[src/rtl/axi4_mgr_req_sched.sv]
// Round-robin scheduler sharing one axi4_mgr among NUM_REQ requesters.
// Defining AXI4_SCHED_TIMEOUT_EN adds a watchdog that ends a transfer whose busy never rises.
//  state     | meaning
//  IDLE      | no transfer; arbitrate pending requests from ptr
//  ISSUE     | one-cycle accept pulse and manager request
//  WAIT_BSY  | wait for manager busy of the active direction to rise
//  WAIT_DONE | wait for that busy to fall, then report completion
module axi4_mgr_req_sched #(
  parameter int NUM_REQ        = 4,
  parameter int AXI_ADDR_WIDTH = 32,
  parameter int TIMEOUT_CYCLES = 16
) (
  input  logic                                clk_i,
  input  logic                                rst_i,
  input  logic [NUM_REQ-1:0]                  req_valid_i,
  input  logic [NUM_REQ-1:0]                  req_write_i,
  input  logic [NUM_REQ*AXI_ADDR_WIDTH-1:0]   req_addr_i,
  output logic [NUM_REQ-1:0]                  req_ready_o,
  output logic [NUM_REQ-1:0]                  done_o,
  output logic [1:0]                          err_o,
  output logic [$clog2(NUM_REQ)-1:0]          grant_id_o,
  output logic                                active_o,
  output logic [1:0]                          mgr_req_o,
  output logic [AXI_ADDR_WIDTH-1:0]           mgr_wr_addr_o,
  output logic [AXI_ADDR_WIDTH-1:0]           mgr_rd_addr_o,
  input  logic [1:0]                          mgr_busy_i,
  input  logic [1:0]                          mgr_wr_err_i,
  input  logic [1:0]                          mgr_rd_err_i
);
  localparam int IW = $clog2(NUM_REQ);
  localparam int AW = AXI_ADDR_WIDTH;

  localparam logic [1:0] S_IDLE      = 2'd0;
  localparam logic [1:0] S_ISSUE     = 2'd1;
  localparam logic [1:0] S_WAIT_BSY  = 2'd2;
  localparam logic [1:0] S_WAIT_DONE = 2'd3;

  logic [1:0]         state_q, state_d;
  logic [IW-1:0]      ptr_q, ptr_d;
  logic [IW-1:0]      gid_q, gid_d;
  logic               wr_q, wr_d;
  logic [NUM_REQ-1:0] ready_q, ready_d;
  logic [NUM_REQ-1:0] done_q, done_d;
  logic [1:0]         err_q, err_d;
  logic [1:0]         mgr_req_q, mgr_req_d;
  logic [AW-1:0]      wr_addr_q, wr_addr_d;
  logic [AW-1:0]      rd_addr_q, rd_addr_d;
  logic               active_q, active_d;

  logic               gnt_found;
  logic [IW-1:0]      gnt_idx;
  logic [IW:0]        cand_sum;
  logic [IW-1:0]      gid_next;
  logic               busy_dir;
  logic               finish;
  logic [1:0]         finish_err;

`ifdef AXI4_SCHED_TIMEOUT_EN
  localparam int CW = $clog2(TIMEOUT_CYCLES + 1);
  logic [CW-1:0] cnt_q, cnt_d;
`endif

  // First pending index at or after ptr, wrapping modulo NUM_REQ.
  always_comb begin
    gnt_found = 1'b0;
    gnt_idx   = '0;
    cand_sum  = '0;
    for (int i = 0; i < NUM_REQ; i++) begin
      cand_sum = {1'b0, ptr_q} + (IW+1)'(i);
      if (cand_sum >= (IW+1)'(NUM_REQ)) cand_sum = cand_sum - (IW+1)'(NUM_REQ);
      if (!gnt_found && req_valid_i[cand_sum[IW-1:0]]) begin
        gnt_found = 1'b1;
        gnt_idx   = cand_sum[IW-1:0];
      end
    end
  end

  assign gid_next = (gid_q == IW'(NUM_REQ - 1)) ? '0 : gid_q + IW'(1);
  assign busy_dir = wr_q ? mgr_busy_i[0] : mgr_busy_i[1];

  always_comb begin
    state_d    = state_q;
    ptr_d      = ptr_q;
    gid_d      = gid_q;
    wr_d       = wr_q;
    ready_d    = '0;
    done_d     = '0;
    err_d      = err_q;
    mgr_req_d  = '0;
    wr_addr_d  = wr_addr_q;
    rd_addr_d  = rd_addr_q;
    active_d   = active_q;
    finish     = 1'b0;
    finish_err = err_q;
`ifdef AXI4_SCHED_TIMEOUT_EN
    cnt_d      = cnt_q;
`endif
    case (state_q)
      S_IDLE: begin
        if (gnt_found) begin
          state_d          = S_ISSUE;
          gid_d            = gnt_idx;
          wr_d             = req_write_i[gnt_idx];
          ready_d[gnt_idx] = 1'b1;
          active_d         = 1'b1;
          if (req_write_i[gnt_idx]) begin
            mgr_req_d = 2'b01;
            wr_addr_d = req_addr_i[gnt_idx*AW +: AW];
            rd_addr_d = '0;
          end else begin
            mgr_req_d = 2'b10;
            rd_addr_d = req_addr_i[gnt_idx*AW +: AW];
            wr_addr_d = '0;
          end
        end
      end
      S_ISSUE: begin
        state_d = S_WAIT_BSY;
`ifdef AXI4_SCHED_TIMEOUT_EN
        cnt_d   = CW'(TIMEOUT_CYCLES - 1);
`endif
      end
      S_WAIT_BSY: begin
        if (busy_dir) state_d = S_WAIT_DONE;
`ifdef AXI4_SCHED_TIMEOUT_EN
        else if (cnt_q == '0) begin
          finish     = 1'b1;
          finish_err = 2'b11;
        end else cnt_d = cnt_q - CW'(1);
`endif
      end
      S_WAIT_DONE: begin
        if (!busy_dir) begin
          finish     = 1'b1;
          finish_err = wr_q ? mgr_wr_err_i : mgr_rd_err_i;
        end
      end
      default: state_d = S_IDLE;
    endcase

    if (finish) begin
      state_d        = S_IDLE;
      active_d       = 1'b0;
      done_d[gid_q]  = 1'b1;
      err_d          = finish_err;
      ptr_d          = gid_next;
      wr_addr_d      = '0;
      rd_addr_d      = '0;
    end
  end

  always_ff @(posedge clk_i) begin
    if (rst_i) begin
      state_q   <= S_IDLE;
      ptr_q     <= '0;
      gid_q     <= '0;
      wr_q      <= 1'b0;
      ready_q   <= '0;
      done_q    <= '0;
      err_q     <= '0;
      mgr_req_q <= '0;
      wr_addr_q <= '0;
      rd_addr_q <= '0;
      active_q  <= 1'b0;
`ifdef AXI4_SCHED_TIMEOUT_EN
      cnt_q     <= '0;
`endif
    end else begin
      state_q   <= state_d;
      ptr_q     <= ptr_d;
      gid_q     <= gid_d;
      wr_q      <= wr_d;
      ready_q   <= ready_d;
      done_q    <= done_d;
      err_q     <= err_d;
      mgr_req_q <= mgr_req_d;
      wr_addr_q <= wr_addr_d;
      rd_addr_q <= rd_addr_d;
      active_q  <= active_d;
`ifdef AXI4_SCHED_TIMEOUT_EN
      cnt_q     <= cnt_d;
`endif
    end
  end

  assign req_ready_o   = ready_q;
  assign done_o        = done_q;
  assign err_o         = err_q;
  assign grant_id_o    = gid_q;
  assign active_o      = active_q;
  assign mgr_req_o     = mgr_req_q;
  assign mgr_wr_addr_o = wr_addr_q;
  assign mgr_rd_addr_o = rd_addr_q;

endmodule

[config.mk]
export PLATFORM = sky130hd
export DESIGN_NAME = axi4_mgr_req_sched
export DESIGN_NICKNAME = d
export VERILOG_FILES = /design/src/rtl/axi4_mgr_req_sched.sv
export SDC_FILE = /design/constraint.sdc
export NUM_CORES = 1
export LEC_CHECK = 0
export BUFFER_PORTS_ARGS = -buffer_cell sky130_fd_sc_hd__buf_2
export CELL_PAD_IN_SITES_DETAIL_PLACEMENT = 1
export CELL_PAD_IN_SITES_GLOBAL_PLACEMENT = 1
export CORE_ASPECT_RATIO = 1.1
export CORE_MARGIN = 2
export CORE_UTILIZATION = 29
export DETAILED_ROUTE_END_ITERATION = 8
export PLACE_DENSITY_LB_ADDON = 0.1
export SYNTH_ARGS = -nofsm -noshare
export SYNTH_HDL_FRONTEND = slang
export SYNTH_SLANG_ARGS = --single-unit
[constraint.sdc]
create_clock -name clk_i -period 1.9 [get_ports clk_i]
set_input_delay 0.19 -clock clk_i [delete_from_list [all_inputs] [get_ports clk_i]]
set_output_delay 0.19 -clock clk_i [all_outputs]
set_load 0.01 [all_outputs]
==> impl_metrics.yaml, run 1 <==
routing:
  wl_um: 15600
  vias: 4390
  routed_via_density: 4.94
  postRouteAntennaNets: 0
  firstDrtPassIters: 4
  wl_per_cell_um: 17.6
  drt_iter0_markers: 103
  drc: 0
synthesis:
  synth_common_cells: "dfxtp_1, inv_1, o2bb2ai_1, o32ai_1, a221oi_1"
  synthFlopType: "dfxtp_1"
  synth_area_per_cell_um2: 9.80
  seq_area_frac_synth_pct: 41.5
  syn-instance-count: 414
  synth_cell_types: 39
  synth_top_area_share_pct: 41.5
  postSynth.asyncResetShare_pct: 0
  synth_most_common_cell: "dfxtp_1"
  ys_ff_latch: 84
  synth_area_leaders: "dfxtp_1, o2bb2ai_2, o2bb2ai_1"
  yosysTopAreaCell: "dfxtp_1"
  yosysWarnings: 0
  syn-cell-area_um2: 4060
  synth_edf_count: 0
  syn-num-nets: 567
grt:
  grt_pass1_wl_um: 23500
  grt_max_degree: 34
  grt_antenna_before_repair: 0
  grt_pass1_vias: 4619
  grt_use_total_pct: 20.3
  grt.overflow.total: 0
power_and_ir_drop:
  p_leak_nw: 3.17
  peakVddDrop_uv: 390
  p_total_mw: 6.55
  powerDensity_nw_per_um2: 1010
critical_path:
  required_ps: 2170
  reg2regPathDepth: 7
  rr_endpoint: "mgr_rd_addr_o[10]"
  reg2reg_slack_ps: -20
  endpoint_kind: "register"
  startpoint_type: "register"
  cp_data_arrival_time_ps: 2190
  critPathMaxFanout: 19
  r2r_start: "ptr_q[1]"
  path_class: "register to register"
status:
  violations: "negative setup slack"
  status: "finished with violations"
sta:
  rsz0062_at_grt: "yes"
  hold_viol: 0
  fin_skew_ps: 5.47
  setup_ws_ps: -21.0
  min_period_ps: 1920
  relSlewSlack_pct: 66.8
  period_share_pct: 101
  tightestPinTransition_ps: 498
  maxSlewViolCount: 0
  finalSetupViolCount: 9
  setup_tns_ps: -70.6
  timing.fmax_ghz: 0.521
cells_and_area:
  stdcell_count: 888
  n_antenna_cell: 0
  syn_to_final_growth_pct: 60.1
  nets: 849
  drive_above_1_share_pct: 54.3
floorplan:
  core_area_um2: 13700
  ios: 223
  start_util_pct: 29.5
  rows: 45
  dieHeight_um: 128
  die_area_um2: 15000
  die_x_um: 117
clock_network:
  cts.clk_slew.worst_paths_ps: 60
  cts_tree: "done"
  cts_buffers: 9
  clock_latency_ps: 340
  clockBufferDepth: 2
  cts-root-buf: "clkbuf_16"
  cts_sinks: 84
  cts_max_level: 3
placement:
  place_congestion: 0.800
  placedCellCount: 868
  io_buffers: 222
  dp_hpwl_um: 11300
hold_path:
  holdPathEnd: "mgr_rd_addr_o[31]"
  hold_path.class: "input pin to register"
  min_from: "req_addr_i[31]"
  min_path_cells: 3
flow_run:
  max_cap_violations: 0
## worst max-delay path, stage by stage (launching register included)
cell	delay, ps
dfxtp_2	360
buf_6	130
a21oi_1	100
o211ai_4	210
o32ai_2	120
or4b_4	600
buf_12	200
o2bb2ai_2	130
## final cells by class
class / instances / area (um^2)
fill: 1679 / 7250
timing repair buffer: 308 / 1930
clock inverter: 4 / 50.0
inverter: 72 / 270
sequential: 84 / 1680
tap: 188 / 235
clock buffer: 11 / 243
multi-input combinational: 221 / 2090
## worst max-delay path by stage
stage             start           endpoint  cells past startpoint
2_1_floorplan  ptr_q[0]   mgr_rd_addr_o[0]                      9
3_3_place_gp   ptr_q[1]   mgr_rd_addr_o[4]                      7
3_5_place_dp   ptr_q[1]  mgr_rd_addr_o[18]                      7
4_1_cts        ptr_q[1]  mgr_rd_addr_o[18]                      7
5_1_grt        ptr_q[1]  mgr_rd_addr_o[10]                      7
6_report       ptr_q[1]  mgr_rd_addr_o[10]                      7
## state kept, by name (all words and copies together), names as in the netlist
register,flops
err_o,2
state_q,2
ptr_q,2
wr_q,1
mgr_wr_addr_o,32
active_o,1
mgr_req_o,2
grant_id_o,2
mgr_rd_addr_o,32
req_ready_o,4
done_o,4
## report_power, final
group | switching [mW] | internal (mW)
registers | 0.183 | 2.05
clock network | 0.713 | 1.05
logic | 1.34 | 1.22
total | 2.24 | 4.31
## cells in the final DEF (no fill, tap or decap), types with 10 or more instances in the layout
| master | synthesis | layout |
|---|---|---|
| o2bb2ai_2 | 30 | 32 |
| a221oi_1 | 32 | 24 |
| o32ai_1 | 33 | 32 |
| nor2_1 | 16 | 16 |
| inv_1 | 72 | 71 |
| buf_4 | 4 | 70 |
| a21oi_1 | 12 | 10 |
| o2bb2ai_1 | 34 | 32 |
| buf_2 | 5 | 222 |
| clkbuf_16 | 0 | 11 |
| dfxtp_1 | 84 | 83 |
## through the flow
step / hold WS (ps) / area (um^2) / util [%] / setup WS (ps)
floorplan: 395 / 4080 / - / -123
global route: 162 / 6490 / 47.3 / -113
finish: 154 / 6490 / 47.3 / -21.0
detailed placement: 442 / 5960 / 43.4 / -305
global placement: 440 / 5960 / 43.4 / -189
CTS: 153 / 6380 / 46.4 / -20.4
## per-layer routing
metal	track usage [%]	up-vias	wire [um]
li1	-	2104	-
met1	24.2	2129	6450
met2	36.0	145	8000
met3	5.30	12	1030
met4	5.33	0	156
met5	0	-	0
## cells by family (layout without fill, tap and decap cells)
| logic type | Yosys count | after routing | synth area share (%) |
|---|---|---|---|
| buffers and inverters | 109 | 395 | 11.2 |
| AO/OA/AOI/OAI | 157 | 157 | 37.1 |
| flip-flops | 84 | 84 | 41.5 |
| adder cells (fa/ha/maj) | 9 | 9 | 2.78 |
| AND/OR/NAND/NOR | 51 | 51 | 6.51 |
| multiplexers | 4 | 4 | 0.987 |
## what timing repair did
item / CTS / global route
resized for setup: 26 / 8
hold buffers: 0 / 0
setup endpoints to repair: 64 / 64
pin swaps: 0 / 1
cloned: 0 / 2
buffers inserted: 0 / 3
(Power assumes the default switching activity.)
==> run 2, diff against run 1 <==
--- a/config.mk
+++ b/config.mk
@@ -5,13 +5,13 @@
 export SDC_FILE = /design/constraint.sdc
 export NUM_CORES = 1
 export LEC_CHECK = 0
-export BUFFER_PORTS_ARGS = -buffer_cell sky130_fd_sc_hd__buf_2
 export CELL_PAD_IN_SITES_DETAIL_PLACEMENT = 1
 export CELL_PAD_IN_SITES_GLOBAL_PLACEMENT = 1
 export CORE_ASPECT_RATIO = 1.1
 export CORE_MARGIN = 2
-export CORE_UTILIZATION = 29
+export CORE_UTILIZATION = 35
 export DETAILED_ROUTE_END_ITERATION = 8
+export DONT_BUFFER_PORTS = 1
 export PLACE_DENSITY_LB_ADDON = 0.1
 export SYNTH_ARGS = -nofsm -noshare
 export SYNTH_HDL_FRONTEND = slang
==> impl_metrics.yaml, run 2 (synthesis results as in run 1) <==
status:
  status: "finished with violations"
  violations: "negative setup slack"
floorplan:
  ios: 223
  core_area_um2: 11400
  die_area_um2: 12500
  rows: 41
  start_util_pct: 35.6
  die_x_um: 107
  dieHeight_um: 117
sta:
  min_period_ps: 1950
  relSlewSlack_pct: 68.9
  tightestPinTransition_ps: 467
  hold_viol: 0
  finalSetupViolCount: 36
  setup_ws_ps: -47.4
  fin_skew_ps: 5.63
  timing.fmax_ghz: 0.514
  rsz0062_at_grt: "yes"
  period_share_pct: 102
  maxSlewViolCount: 0
clock_network:
  cts_buffers: 9
  cts_max_level: 3
  cts_tree: "done"
  cts_sinks: 84
  cts.clk_slew.worst_paths_ps: 60
  clock_latency_ps: 340
  cts-root-buf: "clkbuf_16"
  clockBufferDepth: 2
placement:
  place_congestion: 0.806
  dp_hpwl_um: 9260
  io_buffers: 0
  dp_slack_ps: -253
  placedCellCount: 595
routing:
  postRouteAntennaNets: 0
  wl_um: 13200
  routed_via_density: 5.66
  vias: 3478
  wl_per_cell_um: 21.4
  drc: 0
  firstDrtPassIters: 4
  drt_iter0_markers: 86
cells_and_area:
  n_antenna_cell: 0
  syn_to_final_growth_pct: 28.4
  layout_common_cells: "dfxtp_1, inv_1, buf_4, o32ai_1, o2bb2ai_1"
  drive_above_1_share_pct: 31.0
  stdcell_count: 615
  nets: 613
  final_common_cell: "dfxtp_1"
critical_path:
  r2r_start: "ptr_q[1]"
  endpoint_kind: "register"
  reg2regPathDepth: 7
  crit_buf_inv: 2
  slowest_stage: "or4b_4"
  path_class: "register to register"
  crit_family: "simple AND/OR/NAND/NOR gates"
  path_cells: "buf_6, nand2b_4, a21oi_4, o32ai_4, or4b_4, buf_12, o2bb2ai_2"
  cp_data_arrival_time_ps: 2210
  worst_path_largest_cell_delay_ps: 640
  critPathMaxFanout: 8
  rr_endpoint: "mgr_rd_addr_o[31]"
  required_ps: 2170
  reg2reg_slack_ps: -50
  startpoint_type: "register"
hold_path:
  hold_path.class: "input pin to register"
  holdPathEnd: "done_o[0]"
  min_from: "rst_i"
  min_path_cells: 2
grt:
  grt.overflow.total: 0
  grt_max_degree: 47
  grt_antenna_before_repair: 0
  grt_use_total_pct: 20.6
  grt_pass1_wl_um: 19700
  grt_pass1_vias: 3663
power_and_ir_drop:
  p_leak_nw: 2.09
  p_total_mw: 6.06
  powerDensity_nw_per_um2: 1160
  peakVddDrop_uv: 539
flow_run:
  max_cap_violations: 0
==> run 2: per-layer routing <==
metal | track usage (%) | part of all wire, %
met5 | 0 | 0
met3 | 6.37 | 6.8
met1 | 22.4 | 40
met2 | 37.7 | 52
met4 | 7.62 | 1.6
==> run 2: what timing repair did <==
| action | CTS | global route |
|---|---|---|
| gates cloned | 0 | 2 |
| hold buffers | 1 | 0 |
| endpoints found under the hold margin | 8 | 0 |
| pin swaps | 1 | 6 |
| setup endpoints to repair | 64 | 65 |
| gates resized for setup | 20 | 21 |
| buffers inserted | 0 | 1 |
==> run 2: worst register-to-register path: stages (launching register included) <==
cell	delay, ps
dfxtp_4	360
buf_6	120
nand2b_4	140
a21oi_4	190
o32ai_4	100
or4b_4	640
buf_12	190
o2bb2ai_2	130
==> run 2: worst max path at each step <==
stage               startpoint           endpoint  slack, ps  cells past startpoint
detailed placement    ptr_q[1]  mgr_rd_addr_o[31]       -250                      7
global route          ptr_q[0]  mgr_wr_addr_o[28]       -120                      9
floorplan             ptr_q[0]   mgr_rd_addr_o[0]       -120                      9
CTS                   ptr_q[0]  mgr_rd_addr_o[31]        -40                      6
finish                ptr_q[1]  mgr_rd_addr_o[31]        -50                      7
global placement      ptr_q[1]  mgr_rd_addr_o[31]       -170                      7
==> run 2: power by group <==
part / internal (mW) / switching (mW) / leakage (nW)
Sequential: 2.06 / 0.382 / 0.688
Clock: 1.02 / 0.697 / 0.133
Combinational: 0.900 / 1.00 / 1.27
==> run 2: stage by stage <==
stage	hold slack, ps	util, %	area, um^2	setup TNS, ps
floorplan	395	-	4080	-3650
global placement	264	41.0	4670	-5860
detailed placement	263	41.0	4670	-9630
CTS	76.7	44.1	5020	-289
global route	88.1	45.7	5210	-5870
finish	94.4	45.7	5210	-803
==> run 2: final cells by class <==
type,count,area (um^2)
clock inverter,4,50.0
timing repair buffer,72,672
tap,150,188
fill,1287,6180
multi-input combinational,221,2100
inverter,72,270
clock buffer,12,236
sequential,84,1690
==> run 3, diff against run 2 <==
--- a/config.mk
+++ b/config.mk
@@ -5,6 +5,7 @@
 export SDC_FILE = /design/constraint.sdc
 export NUM_CORES = 1
 export LEC_CHECK = 0
+export ABC_AREA = 1
 export CELL_PAD_IN_SITES_DETAIL_PLACEMENT = 1
 export CELL_PAD_IN_SITES_GLOBAL_PLACEMENT = 1
 export CORE_ASPECT_RATIO = 1.1
==> impl_metrics.yaml, run 3 <==
critical_path:
  cp_data_arrival_time_ps: 2480
  r2r_start: "ptr_q[0]"
  reg2reg_slack_ps: -300
  required_ps: 2180
  critPathMaxFanout: 8
  startpoint_type: "register"
  path_class: "register to register"
  rr_endpoint: "mgr_rd_addr_o[1]"
  endpoint_kind: "register"
  reg2regPathDepth: 18
power_and_ir_drop:
  cell_internal_pwr_mw: 5.69
  clockPowerShare_pct: 16.9
  peakVddDrop_uv: 544
  p_total_mw: 10.4
  p_comb_share_pct: 54.8
  powerDensity_nw_per_um2: 1430
  power_frac_seq_pct: 28.3
  p_leak_nw: 3.55
  p_sw_mw: 4.69
  swShare_pct: 45.2
synthesis:
  seq_area_frac_synth_pct: 30.6
  syn-cell-area_um2: 5500
  syn-instance-count: 955
  synth_most_common_cell: "nor2_1"
  synthFlopType: "dfxtp_1"
  postSynth.asyncResetShare_pct: 0
  synth_cell_types: 29
  synth_top_area_share_pct: 30.6
  synth_common_cells: "nor2_1, nand2_1, inv_1, dfxtp_1, nand3b_1"
  synth_area_per_cell_um2: 5.76
  syn-num-nets: 1108
  ys_ff_latch: 84
  synth_edf_count: 0
  synth_area_leaders: "dfxtp_1, nor2_1, nand2_1"
  yosysWarnings: 0
  yosysTopAreaCell: "dfxtp_1"
sta:
  timing.fmax_ghz: 0.454
  rsz0062_at_grt: "yes"
  holdWs_ps: 69.9
  relSlewSlack_pct: 78.7
  maxSlewViolCount: 0
  fin_skew_ps: 5.84
  setup_ws_ps: -303
  hold_viol: 0
  tightestPinTransition_ps: 311
  setup_tns_ps: -16410
  min_period_ps: 2200
  finalSetupViolCount: 70
  period_share_pct: 116
clock_network:
  cts.clk_slew.worst_paths_ps: 60
  cts-root-buf: "clkbuf_16"
  clock_latency_ps: 340
  cts_max_level: 3
  cts_tree: "done"
  cts_sinks: 84
  cts_buffers: 9
  clockBufferDepth: 2
hold_path:
  min_path_cells: 2
  min_from: "mgr_rd_err_i[0]"
  holdPathEnd: "err_o[0]"
  hold_path.class: "input pin to register"
routing:
  firstDrtPassIters: 4
  drt_iter0_markers: 187
  routed_via_density: 4.78
  vias: 5672
  wl_um: 20000
  drc: 0
  postRouteAntennaNets: 0
  wl_per_cell_um: 16.8
cells_and_area:
  layout_common_cells: "nor2_1, nand2_1, inv_1, dfxtp_1, nand2_2"
  n_antenna_cell: 0
  regArea_um2: 1690
  final_cell_area_um2: 7230
  stdcell_count: 1187
  nets: 1135
  final_common_cell: "nor2_1"
  fillers: 2065
  multi_input_area_um2: 3500
  drive_above_1_share_pct: 22.5
  final_core_util_pct: 46.5
  syn_to_final_growth_pct: 31.4
flow_run:
  max_cap_violations: 0
grt:
  grt_antenna_before_repair: 0
  grt_use_total_pct: 21.2
  grt.overflow.total: 0
  grt_pass1_vias: 5716
  grt_pass1_wl_um: 27900
  grt_max_degree: 59
floorplan:
  die_area_um2: 16700
  dieHeight_um: 136
  die_x_um: 124
  ios: 223
  core_area_um2: 15600
  rows: 48
  start_util_pct: 35.4
status:
  status: "finished with violations"
  violations: "negative setup slack"
placement:
  dp_hpwl_um: 13000
  io_buffers: 0
  placedCellCount: 1145
  dpl_cell_area_um2: 5900
  place_congestion: 0.807
  dp_slack_ps: -431
==> run 3: timing repair <==
| action | 4_1_cts | 5_1_grt |
|---|---|---|
| hold buffers | 1 | 0 |
| gates resized for setup | 71 | 125 |
| hold endpoints to repair | 2 | 0 |
| pin swaps | 19 | 67 |
| endpoints found under the setup margin | 76 | 75 |
| buffers inserted | 11 | 3 |
| gates cloned | 2 | 11 |
==> run 3: worst max-delay path by stage <==
stage                         from  cells after the start                 to  slack (ps)
final                     ptr_q[0]                     18   mgr_rd_addr_o[1]        -300
after global placement    ptr_q[0]                     17   mgr_wr_addr_o[0]        -250
after global routing      ptr_q[0]                     16   mgr_rd_addr_o[1]        -450
after detailed placement  ptr_q[0]                     17  mgr_rd_addr_o[19]        -430
after floorplan           ptr_q[0]                     15  mgr_wr_addr_o[10]          -6
after CTS                 ptr_q[0]                     18  mgr_rd_addr_o[22]        -250
==> run 3: final cells by class <==
| cell class | instances | area share, % |
|---|---|---|
| tap | 200 | 3.46 |
| multi-input combinational | 666 | 48.4 |
| timing repair buffer | 64 | 12.5 |
| clock buffer | 11 | 3.22 |
| clock inverter | 5 | 0.727 |
| inverter | 157 | 8.35 |
| sequential | 84 | 23.3 |
==> run 3: routing by layer <==
metal | track usage [%] | share of wire, % | wire length (um)
met1 | 23.4 | 41 | 8110
met2 | 38.7 | 52 | 10300
met3 | 5.98 | 6.1 | 1230
met4 | 7.01 | 1.7 | 330
met5 | 0 | 0 | 0
==> run 3: critical path, stage by stage, from the launching register on <==
cell      delay, ps
dfxtp_4         390
inv_6            60
buf_6           120
nand2_2          50
nand2_2          70
nand2_4          80
buf_4           100
inv_1            40
a21boi_2        150
nand2_1         100
nor2_2          160
nor2_4           70
nand3_4          80
nand3_4         120
buf_6           160
buf_12          140
nor2_1          100
nor2_1           50
nor2_1          110
==> run 3: kinds of logic (layout without fill, tap and decap cells) <==
kind of cell	after synthesis	count (layout)	synth area share, %
simple gates	638	638	49.6
buf+inv	205	237	15.5
flops	84	84	30.6
compound gates	16	16	1.68
fa+ha+maj	9	9	2.05
mux	3	3	0.546
==> run 3: power groups by stage <==
stage / Sequential [mW] / Clock, mW / Combinational [mW]
after floorplan: 2.78 / 0 / 2.92
after global placement: 2.96 / 0 / 3.93
after detailed placement: 2.98 / 0 / 4.09
after CTS: 2.95 / 1.80 / 4.66
after global routing: 3.00 / 1.88 / 6.33
final: 2.93 / 1.76 / 5.69
